### src/rtl/bridge_pkg.sv
// rtl/bridge_pkg.sv - shared types and constants for the AHB-to-APB bridge controller
package bridge_pkg;

    // Error states exist only when BRIDGE_ERROR_RESP_EN is defined
    typedef enum logic [2:0] {
        ST_IDLE,
        ST_WWAIT,
        ST_SETUP,
        ST_ENABLE
`ifdef BRIDGE_ERROR_RESP_EN
        ,
        ST_ERR1,
        ST_ERR2
`endif
    } state_e;

    localparam logic [1:0] HTRANS_IDLE   = 2'b00;
    localparam logic [1:0] HTRANS_BUSY   = 2'b01;
    localparam logic [1:0] HTRANS_NONSEQ = 2'b10;
    localparam logic [1:0] HTRANS_SEQ    = 2'b11;

    localparam logic [1:0] HRESP_OKAY  = 2'b00;
    localparam logic [1:0] HRESP_ERROR = 2'b01;

    // Each APB slave owns a 64 MiB window
    localparam logic [31:0] SLV0_BASE = 32'h8000_0000;
    localparam logic [31:0] SLV1_BASE = 32'h8400_0000;
    localparam logic [31:0] SLV2_BASE = 32'h8800_0000;
    localparam logic [31:0] SLV_MASK  = 32'hFC00_0000;

endpackage

### src/rtl/bridge_addr_decode.sv
// rtl/bridge_addr_decode.sv - combinational AHB address to APB slave select decode
module bridge_addr_decode
    import bridge_pkg::*;
#(
    parameter int ADDR_W = 32
) (
    input  logic [ADDR_W-1:0] addr,
    output logic              mapped,
    output logic [2:0]        sel
);

    logic [31:0] addr32;

    // Match the upper address bits against each slave window
    always_comb begin
        addr32 = 32'(addr);
        sel[0] = ((addr32 & SLV_MASK) == SLV0_BASE);
        sel[1] = ((addr32 & SLV_MASK) == SLV1_BASE);
        sel[2] = ((addr32 & SLV_MASK) == SLV2_BASE);
        mapped = |sel;
    end

endmodule

### src/rtl/apb_bridge_ctrl.sv
// rtl/apb_bridge_ctrl.sv - AHB-slave-side APB bridge FSM; optional BRIDGE_ERROR_RESP_EN adds ERROR response
module apb_bridge_ctrl
    import bridge_pkg::*;
#(
    parameter int ADDR_W = 32,
    parameter int DATA_W = 32
) (
    input  logic              clk,
    input  logic              Hresetn,
    input  logic [1:0]        Htrans,
    input  logic              Hwrite,
    input  logic              Hreadyin,
    input  logic [ADDR_W-1:0] Haddr,
    input  logic [DATA_W-1:0] Hwdata,
    input  logic [DATA_W-1:0] Prdata,
    output logic              Hreadyout,
    output logic [1:0]        Hresp,
    output logic [DATA_W-1:0] Hrdata,
    output logic [ADDR_W-1:0] Paddr,
    output logic [DATA_W-1:0] Pwdata,
    output logic [2:0]        Pselx,
    output logic              Pwrite,
    output logic              Penable
);

    state_e              state_q, state_d;
    logic [ADDR_W-1:0]   paddr_q, paddr_d;
    logic [DATA_W-1:0]   pwdata_q, pwdata_d;
    logic                pwrite_q, pwrite_d;
    logic [2:0]          sel_q, sel_d;
    logic [2:0]          pselx_q, pselx_d;
    logic                penable_q, penable_d;
    logic                hreadyout_q, hreadyout_d;
    logic [1:0]          hresp_q, hresp_d;
    logic                valid;
    logic                dec_mapped;
    logic [2:0]          dec_sel;

    bridge_addr_decode #(.ADDR_W(ADDR_W)) u_decode (
        .addr   (Haddr),
        .mapped (dec_mapped),
        .sel    (dec_sel)
    );

    // Next state, capture of the address phase, then outputs decoded from next state
    always_comb begin
        valid    = Hreadyin && (Htrans == HTRANS_NONSEQ || Htrans == HTRANS_SEQ);
        state_d  = state_q;
        paddr_d  = paddr_q;
        pwdata_d = pwdata_q;
        pwrite_d = pwrite_q;
        sel_d    = sel_q;
        case (state_q)
            ST_WWAIT: begin
                state_d  = ST_SETUP;
                pwdata_d = Hwdata;
            end
            ST_SETUP: state_d = ST_ENABLE;
`ifdef BRIDGE_ERROR_RESP_EN
            ST_ERR1:  state_d = ST_ERR2;
`endif
            // ST_IDLE, ST_ENABLE and ST_ERR2 all accept a new address phase
            default: begin
                state_d = ST_IDLE;
                if (valid) begin
                    paddr_d  = Haddr;
                    pwrite_d = Hwrite;
                    sel_d    = dec_sel;
                    if (dec_mapped) begin
                        state_d = Hwrite ? ST_WWAIT : ST_SETUP;
                    end else begin
`ifdef BRIDGE_ERROR_RESP_EN
                        state_d = ST_ERR1;
`else
                        state_d = ST_IDLE;
`endif
                    end
                end
            end
        endcase

        pselx_d     = 3'b000;
        penable_d   = 1'b0;
        hreadyout_d = 1'b1;
        hresp_d     = HRESP_OKAY;
        case (state_d)
            ST_WWAIT: hreadyout_d = 1'b0;
            ST_SETUP: begin
                pselx_d     = sel_d;
                hreadyout_d = 1'b0;
            end
            ST_ENABLE: begin
                pselx_d   = sel_d;
                penable_d = 1'b1;
            end
`ifdef BRIDGE_ERROR_RESP_EN
            ST_ERR1: begin
                hreadyout_d = 1'b0;
                hresp_d     = HRESP_ERROR;
            end
            ST_ERR2: hresp_d = HRESP_ERROR;
`endif
            default: ;
        endcase
    end

    // State and registered outputs; reset abandons any APB transfer in flight
    always_ff @(posedge clk) begin
        if (!Hresetn) begin
            state_q     <= ST_IDLE;
            paddr_q     <= '0;
            pwdata_q    <= '0;
            pwrite_q    <= 1'b0;
            sel_q       <= 3'b000;
            pselx_q     <= 3'b000;
            penable_q   <= 1'b0;
            hreadyout_q <= 1'b1;
            hresp_q     <= HRESP_OKAY;
        end else begin
            state_q     <= state_d;
            paddr_q     <= paddr_d;
            pwdata_q    <= pwdata_d;
            pwrite_q    <= pwrite_d;
            sel_q       <= sel_d;
            pselx_q     <= pselx_d;
            penable_q   <= penable_d;
            hreadyout_q <= hreadyout_d;
            hresp_q     <= hresp_d;
        end
    end

    // Read data passes straight through only during a read ENABLE cycle
    always_comb begin
        Hrdata = (state_q == ST_ENABLE && !pwrite_q) ? Prdata : '0;
    end

    assign Hreadyout = hreadyout_q;
    assign Hresp     = hresp_q;
    assign Paddr     = paddr_q;
    assign Pwdata    = pwdata_q;
    assign Pselx     = pselx_q;
    assign Pwrite    = pwrite_q;
    assign Penable   = penable_q;

endmodule

### config.mk
export PLATFORM = sky130hd
export DESIGN_NAME = apb_bridge_ctrl
export DESIGN_NICKNAME = d
export VERILOG_FILES = /design/src/rtl/bridge_pkg.sv /design/src/rtl/bridge_addr_decode.sv /design/src/rtl/apb_bridge_ctrl.sv
export SDC_FILE = /design/constraint.sdc
export NUM_CORES = 1
export LEC_CHECK = 0
export BUFFER_PORTS_ARGS = -buffer_cell sky130_fd_sc_hd__buf_2
export CAP_MARGIN = 20
export CORE_ASPECT_RATIO = 1.25
export CORE_MARGIN = 1.5
export CORE_UTILIZATION = 39
export CTS_BUF_LIST = sky130_fd_sc_hd__clkbuf_8
export DETAILED_ROUTE_END_ITERATION = 8
export GPL_ROUTABILITY_DRIVEN = 0
export PLACE_DENSITY_LB_ADDON = 0.05
export SETUP_SLACK_MARGIN = 0.02
export SLEW_MARGIN = 5
export SYNTH_ARGS = -nofsm -noshare
export SYNTH_HDL_FRONTEND = slang
export SYNTH_HIERARCHICAL = 1
export SYNTH_SLANG_ARGS = --single-unit
### constraint.sdc
create_clock -name clk -period 5.6 [get_ports clk]
set_input_delay 0.56 -clock clk [delete_from_list [all_inputs] [get_ports clk]]
set_output_delay 0.56 -clock clk [all_outputs]
set_load 0.005 [all_outputs]
==> results.ini, run 1 <==
[status]
status=completed

[detailed_routing]
wl_mm=7.64
firstDrtPassIters=4
vias=2827
drt-initial-drc-count=92
ant_nets=0
wl_per_cell_um=12.1
drc_errors=0
viasPerCell=4.47

[cts]
cts_buffers=9
post_cts_resized=0
ctsHtreeMaxLevel=3
clkTransAtPathRegs_ns=0.08
cts_tree=built
cts_root_buffer=clkbuf_8
cts_setup_buffers=0
cts_buffer_depth=2
cts.sinks=75
clock_latency_ns=0.34
hold_buffers=0

[sta]
min_period_ns=2.65
final_hold_viol_count=0
setup-violations-final=0
post-route-period-util_pct=47.3
worst_clock_skew_ns=0.00835
slew_viol_final=0
fmax_mhz=378
fin_tns_setup_ns=0
relSlewSlack_pct=33.3
worst_pin_slew_ns=1.00
rsz0062_at_grt=no
whs_ns=0.456

[placement]
post-dp-hpwl_mm=5.49
port_buffers=202

[power]
max-vdd-ir-drop_mv=0.130
power_leakage_nw=2.18
powerDensity_nw_per_um2=235

[critical_path]
worst-setup-path-type=reg -> out
crit_path_end_kind=output port
worstSetupStartpointType=flip-flop
cp.arrival_ns=2.09
cp.required_ns=5.04
cp_max_fo=20

[floorplanning]
die_h_um=107
rows=37
num_io_pins=206
dieWidth_um=85.9
core_um2=8290
initial_core_util_pct=40.4
fp.dieArea_um2=9160

[min_path]
hold_path.class=reg -> reg

[finish]
nNetsFinal=637
syn_to_final_growth_pct=33.9
final_util_pct=54.2
drive_gt1_share_pct=42.1
antenna_cells=0

[synth]
synth_area_per_cell_um2=9.83
synth-seq-cells=75
synth_warnings=6
seq_area_frac_synth_pct=44.8
synthCells=341
synth_cell_types=27
syn-cell-area_um2=3350

[global_routing]
grt_remaining_overflow=0
antenna_found_initial=0
grt_pass1_vias=2579
grt_use_total_pct=16.0
grt_pass1_wl_mm=11.8
grt_max_degree=116

[flow_run]
drv_cap=0

[stage by stage]
stage	power [mW]	cell area (µm²)	setup slack (ns)	instances
2_1_floorplan	0.619	3360	3.50	342
3_3_place_gp	0.661	4290	3.06	615
3_5_place_dp	0.663	4290	3.03	616
4_1_cts	1.07	4490	2.93	632
5_1_grt	1.10	4490	2.68	632
6_report	1.05	4490	2.95	632
[cell type report]
| type | count | area, µm² |
|---|---|---|
| fillers | 793 | 3800 |
| multi-input cells | 238 | 1640 |
| flip-flops and latches | 75 | 1500 |
| repair buffers | 204 | 1030 |
| clock buffers | 9 | 124 |
| well taps | 97 | 121 |
| clock inverters | 7 | 70.1 |
| inverters | 2 | 7.51 |
[routing by layer]
metal  share of wire (%)  up-vias  GRT usage (%)
met4                 1.3        0           7.26
met5                   0        -              0
met1                  46     1251           19.9
met2                  47       88           26.0
met3                 6.4        7           3.93
li1                    -     1481              -
[cells in the mapped netlist, drive strengths merged]
library cell   n  area (µm²)
buf           19         185
a21boi         1        7.51
conb           1        3.75
nand2         73         274
nand4b         1        8.76
nor3b          2        25.0
and3           1        6.26
a31o           1        8.76
and2          33         206
nor2b         33         206
nand2b         1        6.26
inv            2        7.51
and2b          1        7.51
mux2i         71         711
dfxtp         75        1500
or4b           1        13.8
nand3          2        10.0
nor3           1        5.00
a21oi          1        5.00
o211ai         6        45.0
o2bb2ai        1        8.76
a31oi          1        6.26
clkbuf         8        30.0
ha             5        62.6
[logic make-up (layout without fill, tap and decap cells)]
group / after synthesis / after routing / synth area share [%]
AND/OR/NAND/NOR: 149 / 149 / 23.0
flip-flops: 75 / 75 / 44.8
multiplexers: 71 / 71 / 21.2
buffers and inverters: 29 / 222 / 6.64
AO/OA/AOI/OAI: 11 / 11 / 2.43
adder cells (fa/ha/maj): 5 / 5 / 1.87
other: 1 / 2 / 0.112
[critical path, stage by stage, from the launching register on]
cell and delay (ns):
dfxtp_1 0.37, ha_1 0.16, nor2b_1 0.68, buf_4 0.29
and2_1 0.14, buf_2 0.11
[cell usage in the layout (no fill, tap or decap), drive strengths merged, types with 3 or more instances in the layout]
cell type / n
clkinvlp: 3
nor2b: 33
dfxtp: 75
nand2: 73
mux2i: 71
clkbuf: 9
o211ai: 6
and2: 33
ha: 5
inv: 3
buf: 204
[state kept, by name, summed over array words and instances (netlist names)]
register / cells
Paddr: 32
Pwdata: 32
Pselx: 3
sel_q: 3
state_q: 2
Hreadyout: 1
Penable: 1
Pwrite: 1
[path summary, 6_finish.rpt]
path | startpoint | endpoint | slack, ns | depth (start not counted)
max | state_q[0] | Hrdata[12] | 2.95 | 5
min | Paddr[0] | Paddr[0] | 0.46 | 2
max reg2reg | state_q[0] | Pselx[0] | 3.04 | 8
min reg2reg | Paddr[0] | Paddr[0] | 0.46 | 2
[power by group]
part | internal (mW) | total, mW | leakage, nW | switching [mW]
clock network | 0.204 | 0.405 | 0.0926 | 0.201
registers | 0.546 | 0.552 | 0.608 | 0.00622
logic | 0.0528 | 0.0968 | 1.48 | 0.0441
(Power assumes the default switching activity.)
==> inputs of run 2 (changes only) <==
clock period = 2.5 ns   (was 5.6 ns; I/O delays follow)
==> run 2 against run 1 <==
Net effect: register-to-register slack worse by 2.6 ns; sequential power up 120%; sequential share of layout area down 0.27 points; power up 130%; clock power up 140%; sequential cell count unchanged; cell count up 0.32%; die area unchanged; clock-buffer cell count up 3; combinational power up 130%; cell area up 0.81%; critical endpoint is now Hrdata[29].
==> results.ini, run 2 (synthesized netlist as in run 1, its figures left out) <==
[power]
seqPwrFrac_pct=50.9  ; -1.5 points
finalPower_mw=2.43  ; +130%
p_switching_uw=547  ; +120%
combPwrFrac_pct=9.0  ; -0.2 points
p_sw_share_pct=22.5  ; -1.4 points
intPower_mw=1.88  ; +130%
max-vdd-ir-drop_mv=0.235  ; +80%
powerDensity_nw_per_um2=537  ; +130%
power_leakage_nw=2.21  ; +1.2%
pwr-share-clk_pct=40.0  ; +1.6 points

[critical_path]
cp.required_ns=2.25  ; -2.79 ns
cp.arrival_ns=1.89  ; -0.20 ns
crit_path_end_kind=output port
worstSetupStartpointType=flip-flop
cp_max_fo=32  ; +60%
worst-setup-path-type=reg -> out

[detailed_routing]
drc_errors=0  ; unchanged
ant_nets=0  ; unchanged
wl_per_cell_um=12.1  ; +0.35%
vias=2859  ; +1.1%
firstDrtPassIters=5  ; +1
drt-initial-drc-count=56  ; -39%
viasPerCell=4.51  ; +0.81%
wl_mm=7.70  ; +0.67%

[placement]
post-dp-hpwl_mm=5.62  ; +2.4%
port_buffers=202  ; unchanged
dpl_cell_area_um2=4310  ; +0.35%

[cts]
cts.sinks=75  ; unchanged
cts_setup_buffers=0  ; unchanged
ctsHtreeMaxLevel=3  ; unchanged
clkTransAtPathRegs_ns=0.08  ; about the same
clock_latency_ns=0.34  ; about the same
cts_root_buffer=clkbuf_8
cts_tree=built
cts_buffers=9  ; unchanged
hold_buffers=0  ; unchanged
cts_buffer_depth=2  ; unchanged

[global_routing]
grt_max_degree=90  ; -22%
grt_pass1_vias=2606  ; +1.0%
grt_remaining_overflow=0  ; unchanged
met1_usage_pct=20.8  ; +0.87 points
met3_usage_pct=4.62  ; +0.69 points
grt_use_total_pct=16.5  ; +0.51 points
grt_busiest_layer=met2
antenna_found_initial=0  ; unchanged
grtUsageMet2_pct=26.1  ; +0.11 points
grt_pass1_wl_mm=12.0  ; +1.7%

[sta]
min_period_ns=2.14
setup-violations-final=0  ; unchanged
worst_pin_slew_ns=0.811  ; -0.189 ns
post-route-period-util_pct=85.6
final_hold_viol_count=0  ; unchanged
fin_tns_setup_ns=0  ; unchanged
fmax_mhz=467
rsz0062_at_grt=no
worst_clock_skew_ns=0.00651  ; -0.00184 ns
relSlewSlack_pct=45.7  ; +12 points
slew_viol_final=0  ; unchanged

[finish]
final_util_pct=54.6  ; +0.44 points
final_cell_mix=buf_2, dfxtp_1, nand2_1
syn_to_final_growth_pct=35.0
antenna_cells=0  ; unchanged
nNetsFinal=639  ; +0.31%
stdcell_area_um2=4520  ; +0.81%
final_common_cell=buf_2
drive_gt1_share_pct=42.6  ; +0.59 points

[status]
status=completed

[floorplanning]
initial_core_util_pct=40.4  ; unchanged
rows=37  ; unchanged
die_h_um=107  ; unchanged
fp.dieArea_um2=9160  ; unchanged
core_um2=8290  ; unchanged
dieWidth_um=85.9  ; unchanged
num_io_pins=206  ; unchanged

[min_path]
hold_path.class=in -> reg

[flow_run]
drv_cap=0  ; unchanged

## run 2: layout make-up
cell class,instances,area (µm²)
tap,97,121
inverter,2,7.51
clock buffer,12,165
clock inverter,4,47.5
multi-input combinational,238,1640
timing repair buffer,206,1040
sequential,75,1500
fill,811,3760
## run 2: repair_timing
| action | 4_1_cts | 5_1_grt |
|---|---|---|
| resized for setup | 1 | 0 |
| endpoints found under the setup margin | 32 | 0 |
| endpoints found under the hold margin | 0 | 0 |
## run 2: power by group through the flow
stage               logic (mW)  clock network, mW  registers, mW
global placement         0.219                  0           1.26
global route             0.245               1.05           1.24
CTS                      0.223               1.01           1.24
detailed placement       0.223                  0           1.26
finish                   0.219              0.973           1.24
floorplan                0.119                  0           1.27
## run 2: worst max-delay path, stage by stage (launching register included)
cell and delay, ns:
dfxtp_1 0.36, ha_1 0.15, nor2b_2 0.66, and2_1 0.25, buf_2 0.12
## run 2: routing by layer
| metal | part of all wire [%] | up-vias |
|---|---|---|
| met1 | 45 | 1269 |
| met3 | 6.1 | 10 |
| met5 | 0 | - |
| li1 | - | 1492 |
| met4 | 1.6 | 0 |
| met2 | 47 | 88 |
## run 2: final timing paths
kind	end	slack, ns	start	depth (start not counted)
max	Hrdata[29]	0.36	state_q[0]	4
min	Paddr[25]	0.14	Haddr[25]	3
max reg2reg	Pselx[2]	0.44	state_q[0]	7
min reg2reg	Paddr[0]	0.45	Paddr[0]	2
## run 2: metrics by stage
step	setup slack, ns	hold WS [ns]	std cells
2_1_floorplan	0.655	0.392	342
3_3_place_gp	0.419	0.439	618
3_5_place_dp	0.319	0.444	618
4_1_cts	0.338	0.123	634
5_1_grt	0.174	0.133	634
6_report	0.360	0.144	634
==> inputs of run 3 (changes only) <==
CORE_UTILIZATION = 40   (was 39)
PLACE_DENSITY = 0.75   (was default)
PLACE_DENSITY_LB_ADDON = default   (was 0.05)
SKIP_LAST_GASP = 1   (was default)
==> run 3 against run 2 <==
Net effect: critical path type is now reg -> reg; hold slack improved by 0.0040 ns; power increased by 1.0%; the run now ends with DRC left; worst setup slack better by 0.14 ns; non-clock buffer count is 1 higher; clock skew grew 0.0020 ns; critical endpoint is now Pselx[0]; sequential power barely moved; register-to-register slack gained 0.06 ns.
==> results.ini, run 3 (synthesized netlist as in run 1, its figures left out) <==
[status]
status=finished, violations left
violations=DRC

[global_routing]
grt_pass1_vias=2825  ; +8.4%
grt_max_degree=77  ; -14%
grt_pass1_wl_mm=12.6  ; +5.2%
grt_use_total_pct=17.3  ; +0.82 points
antenna_found_initial=0  ; unchanged
grt_remaining_overflow=0  ; unchanged

[floorplanning]
dieWidth_um=84.9  ; -1.2%
fp.dieArea_um2=8940  ; -2.4%
die_h_um=105  ; -1.2%
initial_core_util_pct=40.9  ; +0.46 points
rows=37  ; unchanged
num_io_pins=206  ; unchanged
core_um2=8190  ; -1.1%

[sta]
slew_viol_final=0  ; unchanged
post-route-period-util_pct=79.9  ; -5.8 points
rsz0062_at_grt=no
relSlewSlack_pct=58.7  ; +13 points
worst_clock_skew_ns=0.00847  ; +0.00196 ns
worst_pin_slew_ns=0.619  ; -0.192 ns
fin_tns_setup_ns=0  ; unchanged
whs_ns=0.148  ; +0.00404 ns
setup-violations-final=0  ; unchanged
fmax_mhz=501  ; +7.2%
min_period_ns=2.00  ; -0.144 ns
final_hold_viol_count=0  ; unchanged

[detailed_routing]
firstDrtPassIters=6  ; +1
viasPerCell=4.59  ; +1.7%
ant_nets=0  ; unchanged
wl_mm=7.72  ; +0.32%
wl_per_cell_um=12.2  ; +0.17%
vias=2912  ; +1.9%
drc_errors=13  ; +13
drt-initial-drc-count=110  ; +96%

[placement]
post-dp-hpwl_mm=5.89  ; +4.8%
port_buffers=202  ; unchanged
dpl_cell_area_um2=4330  ; +0.41%

[min_path]
hold_path.class=in -> reg

[power]
power_leakage_nw=2.22  ; +0.55%
max-vdd-ir-drop_mv=0.302  ; +29%
powerDensity_nw_per_um2=540  ; +0.58%

[flow_run]
drv_cap=0  ; unchanged

[finish]
nNetsFinal=640  ; +0.16%
final_common_cell=buf_2
stdcell_area_um2=4540  ; +0.44%
syn_to_final_growth_pct=35.6
final_cell_mix=buf_2, dfxtp_1, nand2_1
final_util_pct=55.5  ; +0.86 points
nFillCells=769  ; -5.2%
antenna_cells=0  ; unchanged
drive_gt1_share_pct=42.4  ; -0.27 points

[cts]
cts_buffer_depth=2  ; unchanged
cts_buffers=9  ; unchanged
clock_latency_ns=0.34  ; about the same
cts.sinks=75  ; unchanged
hold_buffers=0  ; unchanged
post_cts_resized=0  ; -1
clkTransAtPathRegs_ns=0.08  ; about the same
ctsHtreeMaxLevel=3  ; unchanged
cts_setup_buffers=0  ; unchanged
cts_root_buffer=clkbuf_8
cts_tree=built

[critical_path]
crit_path_end_kind=flip-flop
cp_slowest_cell=dfxtp_1
cp_max_fo=7  ; -78%
cp.arrival_ns=2.20  ; +0.31 ns
crit_family=adder cells
cp.required_ns=2.70  ; +0.45 ns
cp_common_cell=ha_1
path_buf_inv=1  ; unchanged
worst-setup-path-type=reg -> reg
max_stage_delay_ns=0.37  ; -0.29 ns
worstSetupStartpointType=flip-flop
worstPathCellList=inv_1 -> ha_1 -> and3_2 -> a31o_2 -> ha_1 -> o211ai_1 -> mux2i_1

[run 3: through the flow]
| step | total power, mW | cells | setup slack [ns] |
|---|---|---|---|
| 2_1_floorplan | 1.39 | 342 | 0.655 |
| 3_3_place_gp | 1.48 | 619 | 0.452 |
| 4_1_cts | 2.50 | 635 | 0.486 |
| 3_5_place_dp | 1.49 | 619 | 0.391 |
| 6_report | 2.45 | 635 | 0.504 |
| 5_1_grt | 2.57 | 635 | 0.398 |
[run 3: final timing paths]
path / startpoint / endpoint / slack, ns / cells past startpoint
worst max-delay path: state_q[0] / Pselx[0] / 0.50 / 7
worst min-delay path: Haddr[23] / Paddr[23] / 0.15 / 3
worst max register to register: state_q[0] / Pselx[0] / 0.50 / 7
worst min register to register: Paddr[23] / Paddr[23] / 0.45 / 2
[run 3: cell type report]
type | instances | area (µm²) | share of cell area [%]
multi-input combinational | 238 | 1640 | 36.0
sequential | 75 | 1500 | 33.0
timing repair buffer | 207 | 1060 | 23.3
clock buffer | 9 | 124 | 2.73
tap | 97 | 121 | 2.67
clock inverter | 7 | 93.8 | 2.06
inverter | 2 | 7.51 | 0.165
[run 3: tightest hold or removal path: stages]
cell and delay [ns]:
buf_2 0.10, nand2_1 0.05, mux2i_1 0.05
[run 3: metal layers]
layer  global-route usage [%]  wire length (µm)
met3                     4.46               546
met4                     6.32               108
met2                     30.4              3770
met1                     20.2              3290
met5                        0                 0
[run 3: where the power goes]
group	internal (mW)	total [mW]	switching, mW
Clock	0.560	0.995	0.435
Sequential	1.22	1.24	0.0146
Combinational	0.121	0.221	0.100
Total	1.90	2.45	0.550
